**config.mk**
```make
export PLATFORM = sky130hd
export DESIGN_NAME = uart_rx_checked_flat
export DESIGN_NICKNAME = d
export VERILOG_FILES = /design/src/rtl/uart_rx_checked_if.sv /design/src/rtl/uart_rx_checked.sv /design/src/flat_wrapper.sv
export SDC_FILE = /design/constraint.sdc
export NUM_CORES = 1
export LEC_CHECK = 0
export ABC_AREA = 1
export CORE_UTILIZATION = 62
export CTS_CLUSTER_DIAMETER = 40
export DETAILED_ROUTE_END_ITERATION = 8
export DONT_BUFFER_PORTS = 1
export PLACE_DENSITY = 0.8
export REMOVE_ABC_BUFFERS = 1
export SLEW_MARGIN = 40
export SYNTH_ARGS = -nofsm -noshare
export SYNTH_HDL_FRONTEND = slang
export SYNTH_SLANG_ARGS = --single-unit
```
**constraint.sdc**
```tcl
create_clock -name clk -period 1.7 [get_ports clk]
set_input_delay 0.17 -clock clk [delete_from_list [all_inputs] [get_ports clk]]
set_output_delay 0.17 -clock clk [all_outputs]
set_load 0.005 [all_outputs]
```
**src/rtl/uart_rx_checked_if.sv**
```systemverilog
// Byte-side interface of the UART receiver: received data, its valid/ack
// handshake, one-cycle error pulses and the busy indication.
interface uart_rx_checked_if;
  // Handshake: rx_valid is a level that rises when a good byte lands in dataout
  // and holds until the consumer raises rx_ack for a cycle while rx_valid is 1.
  // rx_ack while rx_valid is 0 does nothing. A new good byte arriving in the
  // same cycle as rx_ack wins: rx_valid stays 1 and no overrun is flagged.
  logic       rx_ack;
  logic [7:0] dataout;
  logic       rx_valid;
  logic       parity_err;
  logic       frame_err;
  logic       overrun_err;
  logic       busy;

  modport master (
    input  rx_ack,
    output dataout,
    output rx_valid,
    output parity_err,
    output frame_err,
    output overrun_err,
    output busy
  );

  modport slave (
    output rx_ack,
    input  dataout,
    input  rx_valid,
    input  parity_err,
    input  frame_err,
    input  overrun_err,
    input  busy
  );
endinterface

```
**src/rtl/uart_rx_checked.sv**
```systemverilog
// Oversampling UART receiver: 8 data bits LSB first, even parity, one stop bit.
// Samples mid-bit, checks parity and stop, and hands bytes over via rx_bus.
module uart_rx_checked #(
  parameter int CLKS_PER_BIT = 16
) (
  input  logic                      clk,
  input  logic                      rst,
  input  logic                      rx_in,
  uart_rx_checked_if.master         rx_bus,
  output logic [2:0]                state_dbg
);

  localparam int HALF = CLKS_PER_BIT / 2;
  localparam int CW   = $clog2(CLKS_PER_BIT);
  localparam logic [CW-1:0] CNT_HALF_END = CW'(HALF - 1);
  localparam logic [CW-1:0] CNT_BIT_END  = CW'(CLKS_PER_BIT - 1);

  typedef enum logic [2:0] {
    IDLE     = 3'd0,
    START    = 3'd1,
    DATA     = 3'd2,
    PARITY   = 3'd3,
    STOP     = 3'd4,
    BRK_WAIT = 3'd5
  } state_t;

  state_t        state_q, state_d;
  logic          rx_meta, rx_s;
  logic [CW-1:0] cnt_q, cnt_d;
  logic [2:0]    idx_q, idx_d;
  logic [7:0]    shift_q, shift_d;
  logic          par_mis_q, par_mis_d;
  logic [7:0]    dataout_q, dataout_d;
  logic          valid_q, valid_d;
  logic          perr_q, perr_d;
  logic          ferr_q, ferr_d;
  logic          ovr_q, ovr_d;

  // Synchronizer flops reset high so the idle line is not mistaken for a start.
  always_ff @(posedge clk) begin
    if (rst) begin
      rx_meta <= 1'b1;
      rx_s    <= 1'b1;
    end else begin
      rx_meta <= rx_in;
      rx_s    <= rx_meta;
    end
  end

  always_ff @(posedge clk) begin
    if (rst) begin
      state_q   <= IDLE;
      cnt_q     <= '0;
      idx_q     <= '0;
      shift_q   <= '0;
      par_mis_q <= 1'b0;
      dataout_q <= '0;
      valid_q   <= 1'b0;
      perr_q    <= 1'b0;
      ferr_q    <= 1'b0;
      ovr_q     <= 1'b0;
    end else begin
      state_q   <= state_d;
      cnt_q     <= cnt_d;
      idx_q     <= idx_d;
      shift_q   <= shift_d;
      par_mis_q <= par_mis_d;
      dataout_q <= dataout_d;
      valid_q   <= valid_d;
      perr_q    <= perr_d;
      ferr_q    <= ferr_d;
      ovr_q     <= ovr_d;
    end
  end

  always_comb begin
    state_d   = state_q;
    cnt_d     = cnt_q;
    idx_d     = idx_q;
    shift_d   = shift_q;
    par_mis_d = par_mis_q;
    dataout_d = dataout_q;
    valid_d   = valid_q & ~rx_bus.rx_ack;
    perr_d    = 1'b0;
    ferr_d    = 1'b0;
    ovr_d     = 1'b0;

    unique case (state_q)
      IDLE: begin
        if (!rx_s) begin
          state_d = START;
          cnt_d   = '0;
        end
      end

      START: begin
        if (cnt_q == CNT_HALF_END) begin
          cnt_d   = '0;
          idx_d   = '0;
          // A start bit that is high again at its midpoint was only a glitch.
          state_d = rx_s ? IDLE : DATA;
        end else begin
          cnt_d = cnt_q + CW'(1);
        end
      end

      DATA: begin
        if (cnt_q == CNT_BIT_END) begin
          cnt_d          = '0;
          shift_d[idx_q] = rx_s;
          idx_d          = idx_q + 3'd1;
          if (idx_q == 3'd7) state_d = PARITY;
        end else begin
          cnt_d = cnt_q + CW'(1);
        end
      end

      PARITY: begin
        if (cnt_q == CNT_BIT_END) begin
          cnt_d     = '0;
          par_mis_d = rx_s ^ (^shift_q);
          state_d   = STOP;
        end else begin
          cnt_d = cnt_q + CW'(1);
        end
      end

      STOP: begin
        if (cnt_q == CNT_BIT_END) begin
          cnt_d = '0;
          if (rx_s) begin
            state_d = IDLE;
            if (!par_mis_q) begin
              dataout_d = shift_q;
              valid_d   = 1'b1;
              ovr_d     = valid_q & ~rx_bus.rx_ack;
            end else begin
              perr_d = 1'b1;
            end
          end else begin
            ferr_d  = 1'b1;
            perr_d  = par_mis_q;
            state_d = BRK_WAIT;
          end
        end else begin
          cnt_d = cnt_q + CW'(1);
        end
      end

      // A line held low after a bad stop bit is a break, not a stream of frames.
      BRK_WAIT: begin
        if (rx_s) state_d = IDLE;
      end

      default: begin
        state_d = IDLE;
        cnt_d   = '0;
      end
    endcase
  end

  assign rx_bus.dataout     = dataout_q;
  assign rx_bus.rx_valid    = valid_q;
  assign rx_bus.parity_err  = perr_q;
  assign rx_bus.frame_err   = ferr_q;
  assign rx_bus.overrun_err = ovr_q;
  assign rx_bus.busy        = (state_q != IDLE) && (state_q != BRK_WAIT);
  assign state_dbg          = state_q;

endmodule

```
**src/flat_wrapper.sv**
```systemverilog
// flat-port wrapper written by rule: the top's interface ports become plain ports
module uart_rx_checked_flat 
#(
  parameter int CLKS_PER_BIT = 16
)
  (clk, rst, rx_in, state_dbg, rx_bus_rx_ack, rx_bus_dataout, rx_bus_rx_valid, rx_bus_parity_err, rx_bus_frame_err, rx_bus_overrun_err, rx_bus_busy);
  uart_rx_checked_if rx_bus_i ();
  input  logic clk;
  input  logic rst;
  input  logic rx_in;
  output logic [2:0] state_dbg;
  input wire logic [$bits(rx_bus_i.rx_ack)-1:0] rx_bus_rx_ack;
  output wire logic [$bits(rx_bus_i.dataout)-1:0] rx_bus_dataout;
  output wire logic [$bits(rx_bus_i.rx_valid)-1:0] rx_bus_rx_valid;
  output wire logic [$bits(rx_bus_i.parity_err)-1:0] rx_bus_parity_err;
  output wire logic [$bits(rx_bus_i.frame_err)-1:0] rx_bus_frame_err;
  output wire logic [$bits(rx_bus_i.overrun_err)-1:0] rx_bus_overrun_err;
  output wire logic [$bits(rx_bus_i.busy)-1:0] rx_bus_busy;
  assign rx_bus_i.rx_ack = rx_bus_rx_ack;
  assign rx_bus_dataout = rx_bus_i.dataout;
  assign rx_bus_rx_valid = rx_bus_i.rx_valid;
  assign rx_bus_parity_err = rx_bus_i.parity_err;
  assign rx_bus_frame_err = rx_bus_i.frame_err;
  assign rx_bus_overrun_err = rx_bus_i.overrun_err;
  assign rx_bus_busy = rx_bus_i.busy;
  uart_rx_checked #(.CLKS_PER_BIT(CLKS_PER_BIT)) u_core (.clk(clk), .rst(rst), .rx_in(rx_in), .rx_bus(rx_bus_i), .state_dbg(state_dbg));
endmodule
```
==> summary.md <==
| Metric | Value |
|---|---|
| Most frequent cells in the layout | `nand2_1, dfxtp_1, inv_1` |
| All-Layer GR Usage | `24.2%` |
| Max_slew headroom | `61.8%` |
| Final hold violation count | `0` |
| Fill cells | `between 200 and 250` |
| Worst path cell trace | `ha_1, nand2_1, inv_1, nand2_2, buf_4, nor2_8, nand2_4, nor2_4, o21ai_1, a21oi_1` |
| Synth warnings | `0` |
| RSZ-0062 raised after global routing | `false` |
| Worst r2r path cells | `10` |
| Global Route met1 Usage | `between 20% and 30%` |
| Skew final | `0.00778 ns` |
| Routing usage on met3 | `5.37%` |
| Slew @ Worst Pin | `0.572 ns` |
| FMAX | `approximately 0.65 GHz` |
| Seq/Total Area, Yosys | `39.4%` |
| CTS Buf Count | `5` |
| DRT Pass-1 Iters | `4` |
| Outcome | `completed` |
| Minimum clock period | `1.55 ns` |
| Total internal power | `0.00127 W` |
| Share of cells above drive strength 1 | `17.2%` |
| Vert. Die Dim | `54.0 um` |
| Final setup viols | `0` |
| Post-Synthesis Cells | `approximately 230` |
| Worst-Skew Late Latency | `0.32 ns` |
| Synth area leader | `dfxtp_1` |
| Most common cell after layout, fill and taps aside | `nand2_1` |
| Vias in the first global route | `1,220` |
| Power per cell area | `1190 mW/mm^2` |
| Pin count of the biggest net entering global routing | `22` |
| Ant diodes | `0` |
| Worst vdd ir | `0.00107 V` |
| Reg area | `663 um^2` |
| Routed wire length | `roughly 3200 um` |
| TritonCTS clock tree | `yes` |
| Critical Path Max Stage Delay | `0.36 ns` |
| Rows | `18` |
| Crit-path slowest cell | `dfxtp_2` |
| Crit. End Element | `flop` |
| GR peak layer | `met2` |
| CTS HTree Levels | `2` |
| Crit path launch | `u_core.cnt_q[0]$_SDFFE_PP0P_` |
| CTS sink cnt | `33` |
| Area of the multi-input gates | `~870 um^2` |
| Hold depth | `2` |
| P&R area growth vs syn | `6.80%` |
| Synth cell types | `34` |
| Top cells by area, synth | `dfxtp_1, nand2_1, inv_1, a21oi_1, nor2_1` |
| Part of the power in the clock network | `19.6%` |
| Setup TNS | `0 ns` |
| Static Leak | `0.777 nW` |
| R2R setup slack | `0.15 ns` |
| Hold EP | `u_core.rx_bus.overrun_err$_SDFF_PP0_` |
| Die Area | `between 0.002 and 0.003 mm^2` |
| Synthesized area | `0.00168 mm^2` |
| Die width | `54.0 um` |
| Period Utilization, post-route | `91.2%` |
| Fin. max-slew vios | `0` |
| Yosys reg bits | `33` |
| Hold_sp | `rx_bus_rx_ack` |
| Startpoint types | `flop` |
| Switching Share | `40.5%` |
| Max_cap viols | `0` |
| Root Buffer | `clkbuf_4` |
| R2r endpoint | `u_core.shift_q[6]$_SDFFE_PP0P_` |
| Type of the most critical hold path | `primary input to flop` |
| Gr ovfl total | `0` |
| Crit path DAT | `1.80 ns` |
| Core area | `approximately 0.0025 mm^2` |
| DRC | `0` |
| Via Count | `1,453` |
| Yosys top cell area share | `39.4%` |
| Worst endpoint required time | `between 1.5 and 2 ns` |
| Net load switching power | `approximately 0.00086 W` |
| PnR worst setup slack | `0.150 ns` |
| Antenna violations before repair | `0` |
| Vias per cell | `5.40` |
| Gate power share | `38.2%` |
| Initial DRC Count | `32` |
| HPWL after DPL | `2390 um` |
| Reg power frac | `a little over two fifths` |
| Syn Area/Cell | `between 7 and 8 um^2` |
| Port bufs | `0` |
| Routability cong. | `0.829` |
| CP max FO | `7` |
| WL/cell | `around 12 um` |
| Routed Antenna Nets | `0` |
| Layout Nets | `245` |
| Pre-CTS setup slack | `0.117 ns` |
| Critical path type | `flop to flop` |
| Number of top-level pins | `20` |
| Initial Util | `66.4%` |
| Met2 GRT Util | `40.3%` |
| Clk slew on worst S/H paths | `0.11 ns` |
| Worst reg2reg startpoint | `u_core.cnt_q[0]$_SDFFE_PP0P_` |
| First-pass GRT wire length | `4960 um` |
| Max clock buf depth | `2` |
==> registers in the layout (all words and copies together) (netlist names) <==
register / count
u_core.rx_bus.parity_err: 1
u_core.rx_bus.overrun_err: 1
u_core.idx_q: 3
u_core.rx_meta: 1
u_core.rx_bus.frame_err: 1
u_core.cnt_q: 4
u_core.rx_bus.rx_valid: 1
u_core.rx_bus.dataout: 8
u_core.par_mis_q: 1
u_core.state_dbg: 3
u_core.shift_q: 8
u_core.rx_s: 1
==> Yosys cell counts <==
master / n
buf_2: 1
clkbuf_4: 1
a21oi_4: 1
nand4_1: 1
nand3_4: 1
a21oi_1: 20
nand2_2: 5
nand3_2: 3
o21a_1: 1
nor2_4: 3
a211oi_1: 1
nand2_4: 2
nor2_8: 1
inv_2: 3
nor2_1: 22
xor2_1: 2
dfxtp_1: 33
nor2_2: 4
clkbuf_1: 2
or2_2: 2
nand3_1: 8
nor3_2: 1
ha_1: 3
nor3_1: 4
nand3b_1: 1
o21ai_0: 10
clkinv_1: 1
or2_0: 1
buf_6: 1
o21ai_1: 9
o21ai_2: 1
nand2_1: 52
inv_1: 29
a21oi_2: 1
==> worst max-delay path by stage <==
stage | to | slack (ns) | cells past startpoint
after CTS | u_core.rx_bus.dataout[2]$_SDFFE_PP0P_ | 0.1 | 8
final | u_core.shift_q[6]$_SDFFE_PP0P_ | 0.15 | 10
after global routing | u_core.shift_q[0]$_SDFFE_PP0P_ | 0.03 | 10
after detailed placement | u_core.rx_bus.dataout[2]$_SDFFE_PP0P_ | 0.12 | 8
after floorplan | u_core.rx_bus.dataout[0]$_SDFFE_PP0P_ | 0.24 | 8
after global placement | u_core.rx_bus.dataout[3]$_SDFFE_PP0P_ | 0.23 | 8
==> power by group through the flow <==
| stage | Combinational (W) | Clock, W | Sequential [W] |
|---|---|---|---|
| final | 0.000814 | 0.000418 | 0.000901 |
| after global routing | 0.000902 | 0.000459 | 0.000911 |
| after CTS | 0.000807 | 0.000429 | 0.000897 |
| after detailed placement | 0.000793 | 0 | 0.000915 |
| after global placement | 0.000761 | 0 | 0.000911 |
| after floorplan | 0.000645 | 0 | 0.000917 |
==> cells by family after synthesis <==
logic type / Yosys count / synth area share [%]
xor+xnor: 2 / 1.05
compound gates: 44 / 14.6
simple gates: 111 / 33.5
buf+inv: 38 / 9.26
flops: 33 / 39.4
fa+ha+maj: 3 / 2.24
==> routing by layer <==
metal | vias to the layer above | part of all wire [%]
met1 | 653 | 44
met4 | 0 | 1.4
met5 | - | 0
met3 | 6 | 5.9
met2 | 50 | 48
li1 | 744 | -
==> cell type report <==
cell class	count	area share, %
Multi-Input combinational cell	160	48.5
Sequential cell	33	37.1
Inverter	33	6.92
Timing Repair Buffer	5	2.38
Clock buffer	5	2.10
Tap cell	30	2.10
Clock inverter	3	0.979
==> what timing repair did <==
| item | in CTS | in global routing |
|---|---|---|
| endpoints found under the setup margin | 0 | 5 |
| buffers inserted | 0 | 0 |
| hold buffers | 2 | 0 |
| endpoints found under the hold margin | 10 | 0 |
| gates resized for setup | 0 | 3 |
==> through the flow <==
step	cells	utilization [%]	cell area, um^2	total power [W]	hold WS (ns)
floorplan	226	-	1640	0.00156	0.239
global placement	259	67.6	1700	0.00167	0.240
detailed placement	259	67.6	1700	0.00171	0.242
global route	269	70.9	1790	0.00227	0.0374
CTS	269	70.5	1780	0.00213	0.0472
finish	269	70.9	1790	0.00213	0.0527
==> critical path, delay by kind of cell (launching register included) <==
family | cells | cell delay, ns
AOI/OAI and AO/OA | 2 | 0.21
DFF | 1 | 0.36
buffers and inverters | 2 | 0.25
and+or+nand+nor | 5 | 0.50
adders and majority gates | 1 | 0.17
(Power assumes the default switching activity.)
